$ cat config.mk
export PLATFORM = sky130hd
export DESIGN_NAME = pipe_field
export DESIGN_NICKNAME = d
export VERILOG_FILES = /design/src/rtl/pipe_field.sv
export SDC_FILE = /design/constraint.sdc
export NUM_CORES = 1
export LEC_CHECK = 0
export CELL_PAD_IN_SITES_DETAIL_PLACEMENT = 1
export CELL_PAD_IN_SITES_GLOBAL_PLACEMENT = 2
export CORE_AREA = 2 2 127 252
export DETAILED_ROUTE_END_ITERATION = 8
export DIE_AREA = 0 0 129 254
export GPL_TIMING_DRIVEN = 1
export PLACE_DENSITY = 0.9
export SLEW_MARGIN = 10
export SYNTH_ARGS = -nofsm -noshare
export SYNTH_HDL_FRONTEND = slang
export SYNTH_SLANG_ARGS = --single-unit
$ cat constraint.sdc
create_clock -name clk -period 10.84 [get_ports clk]
set_clock_uncertainty 0.2 [all_clocks]
set_input_delay 2.168 -clock clk [delete_from_list [all_inputs] [get_ports clk]]
set_output_delay 2.168 -clock clk [all_outputs]
set_load 0.02 [all_outputs]
$ cat src/rtl/pipe_field.sv
// pipe_field
//   Playfield stage that sits directly after the pipe generator. It holds
//   COLS columns of 16-row pipe patterns and scrolls them one column to the
//   left at a fixed tick rate. Fresh pipe columns are requested from the
//   generator with gen_en and inserted at the right edge. The stage also
//   detects bird/pipe collisions and counts the pipes the bird has passed.
//
//   Optional feature, macro PIPE_FIELD_SPEEDUP_EN:
//     defined   - the scroll divider halves each time score crosses a
//                 multiple of 8, floored at MIN_DIV, and is restored to
//                 SCROLL_DIV on start or rst.
//     undefined - the scroll divider is the constant SCROLL_DIV.
//
// Ports:
//   clk           clock
//   rst           synchronous, active-high reset
//   start         one-cycle pulse that starts or restarts a game
//   new_pipe      column pattern from the generator (1 = pipe)
//   gen_en        one-cycle request; new_pipe is valid on the next cycle
//   bird_row      current bird row, 0..15
//   col_sel       display read column index
//   col_data      registered contents of column col_sel (0 if out of range)
//   running       high while a game is in progress
//   scroll_pulse  one-cycle pulse after each scroll step
//   collision     sticky collision flag, cleared when a game starts
//   score         pipes passed, saturating at 255
//
// States:
//   state    | meaning
//   ---------+-----------------------------------------------------------
//   ST_IDLE  | after reset, field empty, waiting for start
//   ST_RUN   | game running: divider ticking, field scrolling
//   ST_OVER  | collision seen, field frozen, waiting for start

module pipe_field #(
  parameter int COLS         = 16,
  parameter int SCROLL_DIV   = 12500000,
  parameter int PIPE_SPACING = 6,
  parameter int PIPE_W       = 2,
  parameter int BIRD_COL     = 3,
  parameter int MIN_DIV      = 4
) (
  input  logic        clk,
  input  logic        rst,
  input  logic        start,
  input  logic [15:0] new_pipe,
  output logic        gen_en,
  input  logic [3:0]  bird_row,
  input  logic [3:0]  col_sel,
  output logic [15:0] col_data,
  output logic        running,
  output logic        scroll_pulse,
  output logic        collision,
  output logic [7:0]  score
);

  // Wide enough to hold SCROLL_DIV itself, which the speedup register needs.
  localparam int DIV_W = $clog2(SCROLL_DIV + 1);
  localparam int GAP_W = $clog2(PIPE_SPACING + 1);

  // Elaboration-time guards on the parameter relationships the logic relies on.
  if (SCROLL_DIV < 2) begin : g_chk_div
    $error("pipe_field: SCROLL_DIV must be at least 2");
  end
  if (PIPE_SPACING <= PIPE_W) begin : g_chk_spacing
    $error("pipe_field: PIPE_SPACING must exceed PIPE_W");
  end
  if (BIRD_COL >= COLS - 1) begin : g_chk_bird
    $error("pipe_field: BIRD_COL must be less than COLS-1");
  end
  if (MIN_DIV < 2) begin : g_chk_min_div
    $error("pipe_field: MIN_DIV must be at least 2");
  end

  typedef enum logic [1:0] {
    ST_IDLE = 2'd0,
    ST_RUN  = 2'd1,
    ST_OVER = 2'd2
  } state_t;

  state_t             state;
  logic [15:0]        field [COLS];
  logic [15:0]        pipe_hold;
  logic [DIV_W-1:0]   div_cnt;
  logic [GAP_W-1:0]   gap_cnt;

  logic [DIV_W-1:0]   div_last;   // div_cnt value of the scroll step
  logic [DIV_W-1:0]   div_gen;    // div_cnt value of the generator request
  logic               hit;
  logic               scroll_step;
  logic               score_pass;
  logic               score_inc;
  logic               game_start;
  logic [15:0]        ins_col;

  assign game_start  = (state != ST_RUN) && start;
  assign hit         = field[BIRD_COL][bird_row];
  assign scroll_step = (div_cnt == div_last);

  // A pipe counts as passed once its last column is at the bird and the
  // column behind it is empty, i.e. on the step that pushes it out.
  assign score_pass = (field[BIRD_COL] != '0) && (field[BIRD_COL+1] == '0);

  // Collision suppresses both the scroll and the score update.
  assign score_inc = (state == ST_RUN) && !hit && scroll_step &&
                     score_pass && (score != 8'hFF);

  // gen_en is a decode of registered state only; the generator's one-cycle
  // latency lands new_pipe exactly on the scroll-step cycle.
  assign gen_en  = (state == ST_RUN) && (div_cnt == div_gen) && (gap_cnt == '0);
  assign running = (state == ST_RUN);

`ifdef PIPE_FIELD_SPEEDUP_EN
  logic [DIV_W-1:0] div_eff;
  logic [DIV_W-1:0] div_half;

  assign div_half = div_eff >> 1;

  // The divider changes on the same edge that wraps div_cnt to 0, so the
  // new period starts cleanly with the next step.
  always_ff @(posedge clk) begin
    if (rst) begin
      div_eff <= DIV_W'(SCROLL_DIV);
    end else if (game_start) begin
      div_eff <= DIV_W'(SCROLL_DIV);
    end else if (score_inc && (score[2:0] == 3'd7)) begin
      if (div_half >= DIV_W'(MIN_DIV)) begin
        div_eff <= div_half;
      end else if (div_eff > DIV_W'(MIN_DIV)) begin
        div_eff <= DIV_W'(MIN_DIV);
      end
    end
  end

  assign div_last = div_eff - DIV_W'(1);
  assign div_gen  = div_eff - DIV_W'(2);
`else
  assign div_last = DIV_W'(SCROLL_DIV - 1);
  assign div_gen  = DIV_W'(SCROLL_DIV - 2);
`endif

  // Right-edge column: the first column of a pipe comes straight from the
  // generator, the remaining PIPE_W-1 columns repeat it, then empty space.
  always_comb begin
    ins_col = '0;
    if (gap_cnt == '0) begin
      ins_col = new_pipe;
    end else if (gap_cnt < GAP_W'(PIPE_W)) begin
      ins_col = pipe_hold;
    end
  end

  always_ff @(posedge clk) begin
    if (rst) begin
      state        <= ST_IDLE;
      pipe_hold    <= '0;
      div_cnt      <= '0;
      gap_cnt      <= '0;
      scroll_pulse <= 1'b0;
      collision    <= 1'b0;
      score        <= '0;
      for (int i = 0; i < COLS; i++) begin
        field[i] <= '0;
      end
    end else begin
      scroll_pulse <= 1'b0;
      case (state)
        ST_IDLE, ST_OVER: begin
          if (start) begin
            state     <= ST_RUN;
            pipe_hold <= '0;
            div_cnt   <= '0;
            gap_cnt   <= '0;
            collision <= 1'b0;
            score     <= '0;
            for (int i = 0; i < COLS; i++) begin
              field[i] <= '0;
            end
          end
        end

        ST_RUN: begin
          if (hit) begin
            collision <= 1'b1;
            state     <= ST_OVER;
          end else begin
            div_cnt <= scroll_step ? '0 : div_cnt + DIV_W'(1);
            if (scroll_step) begin
              scroll_pulse <= 1'b1;
              for (int i = 0; i < COLS - 1; i++) begin
                field[i] <= field[i+1];
              end
              field[COLS-1] <= ins_col;
              if (gap_cnt == '0) begin
                pipe_hold <= new_pipe;
              end
              gap_cnt <= (gap_cnt == GAP_W'(PIPE_SPACING - 1)) ? '0
                                                               : gap_cnt + GAP_W'(1);
              if (score_inc) begin
                score <= score + 8'd1;
              end
            end
          end
        end

        default: state <= ST_IDLE;
      endcase
    end
  end

  // Fixed 16-entry read table so any col_sel value is legal; entries past
  // the last column read as empty.
  logic [15:0] rd_tab [16];

  for (genvar g = 0; g < 16; g++) begin : g_rd
    if (g < COLS) begin : g_col
      assign rd_tab[g] = field[g];
    end else begin : g_pad
      assign rd_tab[g] = '0;
    end
  end

  always_ff @(posedge clk) begin
    if (rst) begin
      col_data <= '0;
    end else begin
      col_data <= rd_tab[col_sel];
    end
  end

endmodule
==> out/qor.txt <==
PostCTS Resize Cnt -> 0
Total Wirelength -> 30,800 um
Initial antenna violation count -> 0
Avg Inst Size Synth -> 14.2 um2
Peak fanout along the critical path -> 63
Layout cell share with drive strength beyond 1 -> 0.151
Largest net degree at the start of global routing -> 128
Core ar. -> 30,900 um2
Dpl cell area -> 15,400 um2
Finished Layout Cells -> 1,502
Final ANT Viol Nets -> 0
First-pass DRT Iterations -> 4
Vias in the first global route -> 8,970
Via count -> 8,279
Top FF cell, synth -> edfxtp_1
Placer Congestion -> 0.800
CP required -> 10.84 ns
Final core occ -> 0.531
Sequential fraction of the synthesis area -> 0.616
Initial DRC count -> 371
Clock slew at reported path FFs -> 0.06 ns
Number of I/O pins -> 55
CP startpoint kind -> input pin
Reg-to-reg startpoint -> div_cnt[1]$_SDFFE_PP0P_
Max Root-Sink Buffers -> 3
# fillers -> 2,974
Clock power frac -> 0.393
Final #Nets -> 1,090
Comb pwr share -> 0.066
Min Tclk post-route -> 6.09 ns
WL per Instance -> 20.5 um
Total chip power -> 2.65 mW
DRC errors left -> 0
Cell Pwr Density -> 162 nW/um2
Sw Ratio -> 0.228
Grt ovf -> 0
P_leak -> 5.74 nW
Final Max Tran Viols -> 0
Final instance area -> 16,400 um2
H-Tree Depth -> 1
Hold_buf cts -> 0
Total setup buffers inserted after CTS -> 0
Setup TNS -> 0 ns
# diodes -> 0
FF-to-FF End -> field[0][51]$_SDFFCE_PN0P_
Global Route Usage Sum -> 0.195
Max Cap Viol -> 0
Post-synth EDFFs -> 240
Hpwl dp -> 20,600 um
Critical path endpoint category -> flop
TritonCTS Buffers -> 30
# placed instances -> 1,446
Run status -> complete, no violations
Final-report setup violation count -> 0
Setup crit end -> field[0][51]$_SDFFCE_PN0P_
Worst r2r path cells -> 6
Die area -> 32,800 um2
Final Hold Fails -> 0
RSZ-0062 raised after global routing -> false
Post-DR vias/cell -> 5.51
CTS tree -> built
Synth unique cells -> 50
Hold slack -> 0.254 ns
Fmax achieved -> 164 MHz
Reg2Reg Setup Slack -> 6.31 ns
Slew headroom -> 0.321
Starting density of the core -> 0.471
Register bit total from synthesis -> 327
First-pass GRT wire length -> 49,500 um
Psw -> 0.604 mW
Ys async rst share -> 0
Die Height -> 254 um
Cell Int Power -> 2.05 mW
Netlist Area Pre-Place -> 14,500 um2
Slack of the critical path -> 4.75 ns
Synth warn -> 0
CP arrival -> 6.09 ns
Crit path from -> bird_row[1]
Sink Count -> 327
# rows -> 91
Syn_nets -> 1,056
IO buf count -> 54
Dpl ws -> 4.12 ns
Pin slew with the least headroom to its limit -> 1.02 ns
Final Cycle Share -> 0.562
Crit Path Category -> input pin to flop
Area Growth Syn to Fin -> 12.8%
Clock Tree Root -> clkbuf_16
Horiz. Die Dim -> 129 um
Sequential power share -> 0.541
Mapped Cells -> 1,026
Worst-skew pair later-pin latency -> 0.58 ns
Peak supply drop -> 0.136 mV
Worst Hold Class -> flop to flop
## area by class of cell
type	instances	area, um2	area share
Tap cell	418	523	0.0319
Sequential cell	327	8950	0.546
Clock inverter	15	133	0.00809
Clock buffer	41	833	0.0508
Timing Repair Buffer	68	638	0.0389
Multi-Input combinational cell	623	5280	0.322
Inverter	10	37.5	0.00229
## how the worst min path moves through the flow
stage	cells after the start	endpoint	slack, ns	from
CTS	2	field[0][7]$_SDFFE_PP0P_	0.25	field[0][7]$_SDFFE_PP0P_
detailed placement	2	field[0][7]$_SDFFE_PP0P_	0.24	field[0][7]$_SDFFE_PP0P_
global route	2	field[0][6]$_SDFFE_PP0P_	0.28	field[0][6]$_SDFFE_PP0P_
floorplan	2	field[0][0]$_SDFFE_PP0P_	0.23	field[0][0]$_SDFFE_PP0P_
global placement	2	field[0][15]$_SDFFE_PP0P_	0.24	field[0][15]$_SDFFE_PP0P_
finish	2	field[0][7]$_SDFFE_PP0P_	0.25	field[0][7]$_SDFFE_PP0P_
## per-layer routing
layer | GRT usage | vias up | share of wire
li1 | - | 3853 | -
met1 | 0.222 | 4268 | 0.38
met2 | 0.363 | 106 | 0.55
met3 | 0.0236 | 52 | 0.025
met4 | 0.0801 | 0 | 0.038
met5 | 0 | - | 0
## worst max-delay path, cell delays in order
cell and delay, ns:
clkdlybuf4s50_1 0.63, mux4_2 0.54, mux2i_1 0.31, o221a_2 0.29, nand2_1 0.56, nand2_4 0.78
buf_4 0.76
## synth_stat cells, types with 3 or more instances
master | n | area share
a2111oi_2 | 6 | 0.0062
a22o_1 | 16 | 0.0096
mux2i_1 | 19 | 0.013
edfxtp_1 | 240 | 0.50
nor2b_1 | 17 | 0.0073
ha_1 | 3 | 0.0026
mux4_2 | 83 | 0.13
xnor2_1 | 20 | 0.012
and3_1 | 5 | 0.0022
or3b_2 | 3 | 0.0018
clkbuf_1 | 30 | 0.0077
buf_1 | 7 | 0.0018
nand2_1 | 54 | 0.014
a2111oi_0 | 5 | 0.0030
o31ai_1 | 4 | 0.0021
buf_2 | 22 | 0.0076
and2_1 | 226 | 0.097
nor2_1 | 53 | 0.014
inv_1 | 10 | 0.0026
nand3_1 | 13 | 0.0045
a21oi_1 | 24 | 0.0083
nor4_1 | 8 | 0.0034
o21ai_0 | 11 | 0.0038
nor3_1 | 3 | 0.0010
nand4_1 | 7 | 0.0030
a211oi_1 | 7 | 0.0036
dfxtp_1 | 87 | 0.12
clkbuf_2 | 5 | 0.0017
nand2b_1 | 7 | 0.0030
## state kept, by name, summed over array words and instances (netlist names)
signal	flops
div_cnt	24
scroll_pulse	1
state	2
pipe_hold	16
collision	1
col_data	16
score	8
gap_cnt	3
field	256
## cell usage in the layout, fill, tap and decap left out, drive strengths merged, types with 4 or more instances in the layout
cell type,n
a211oi,7
and2,226
a21oi,24
dfxtp,87
clkinv,9
a22o,16
nand2b,7
and3,5
nand2,55
clkbuf,41
nand4,7
clkinvlp,4
clkdlybuf4s50,52
nor2b,17
o21ai,11
buf,16
nor4,8
mux2i,19
a2111oi,11
inv,11
nor3,6
edfxtp,240
o31ai,4
nor2,53
xnor2,20
nand3,13
mux4,83
## cells by family (layout without fill, tap and decap cells)
group / after synthesis / after routing / share of synthesized area
AND/OR/NAND/NOR: 410 / 410 / 0.160
flip-flops: 327 / 327 / 0.616
multiplexers: 104 / 104 / 0.143
AO/OA/AOI/OAI: 86 / 86 / 0.0440
buffers and inverters: 76 / 134 / 0.0225
XOR/XNOR: 20 / 20 / 0.0121
adder cells (fa/ha/maj): 3 / 3 / 0.00258
## power by group through the flow
stage                     clock network, mW  registers [mW]  logic, mW
after detailed placement                  0            1.46      0.177
after CTS                              1.07            1.44      0.177
after global placement                    0            1.46      0.172
after floorplan                           0            1.46      0.113
after global routing                   1.11            1.44      0.187
final                                  1.04            1.44      0.174
Power figures use the tool's default switching activity.
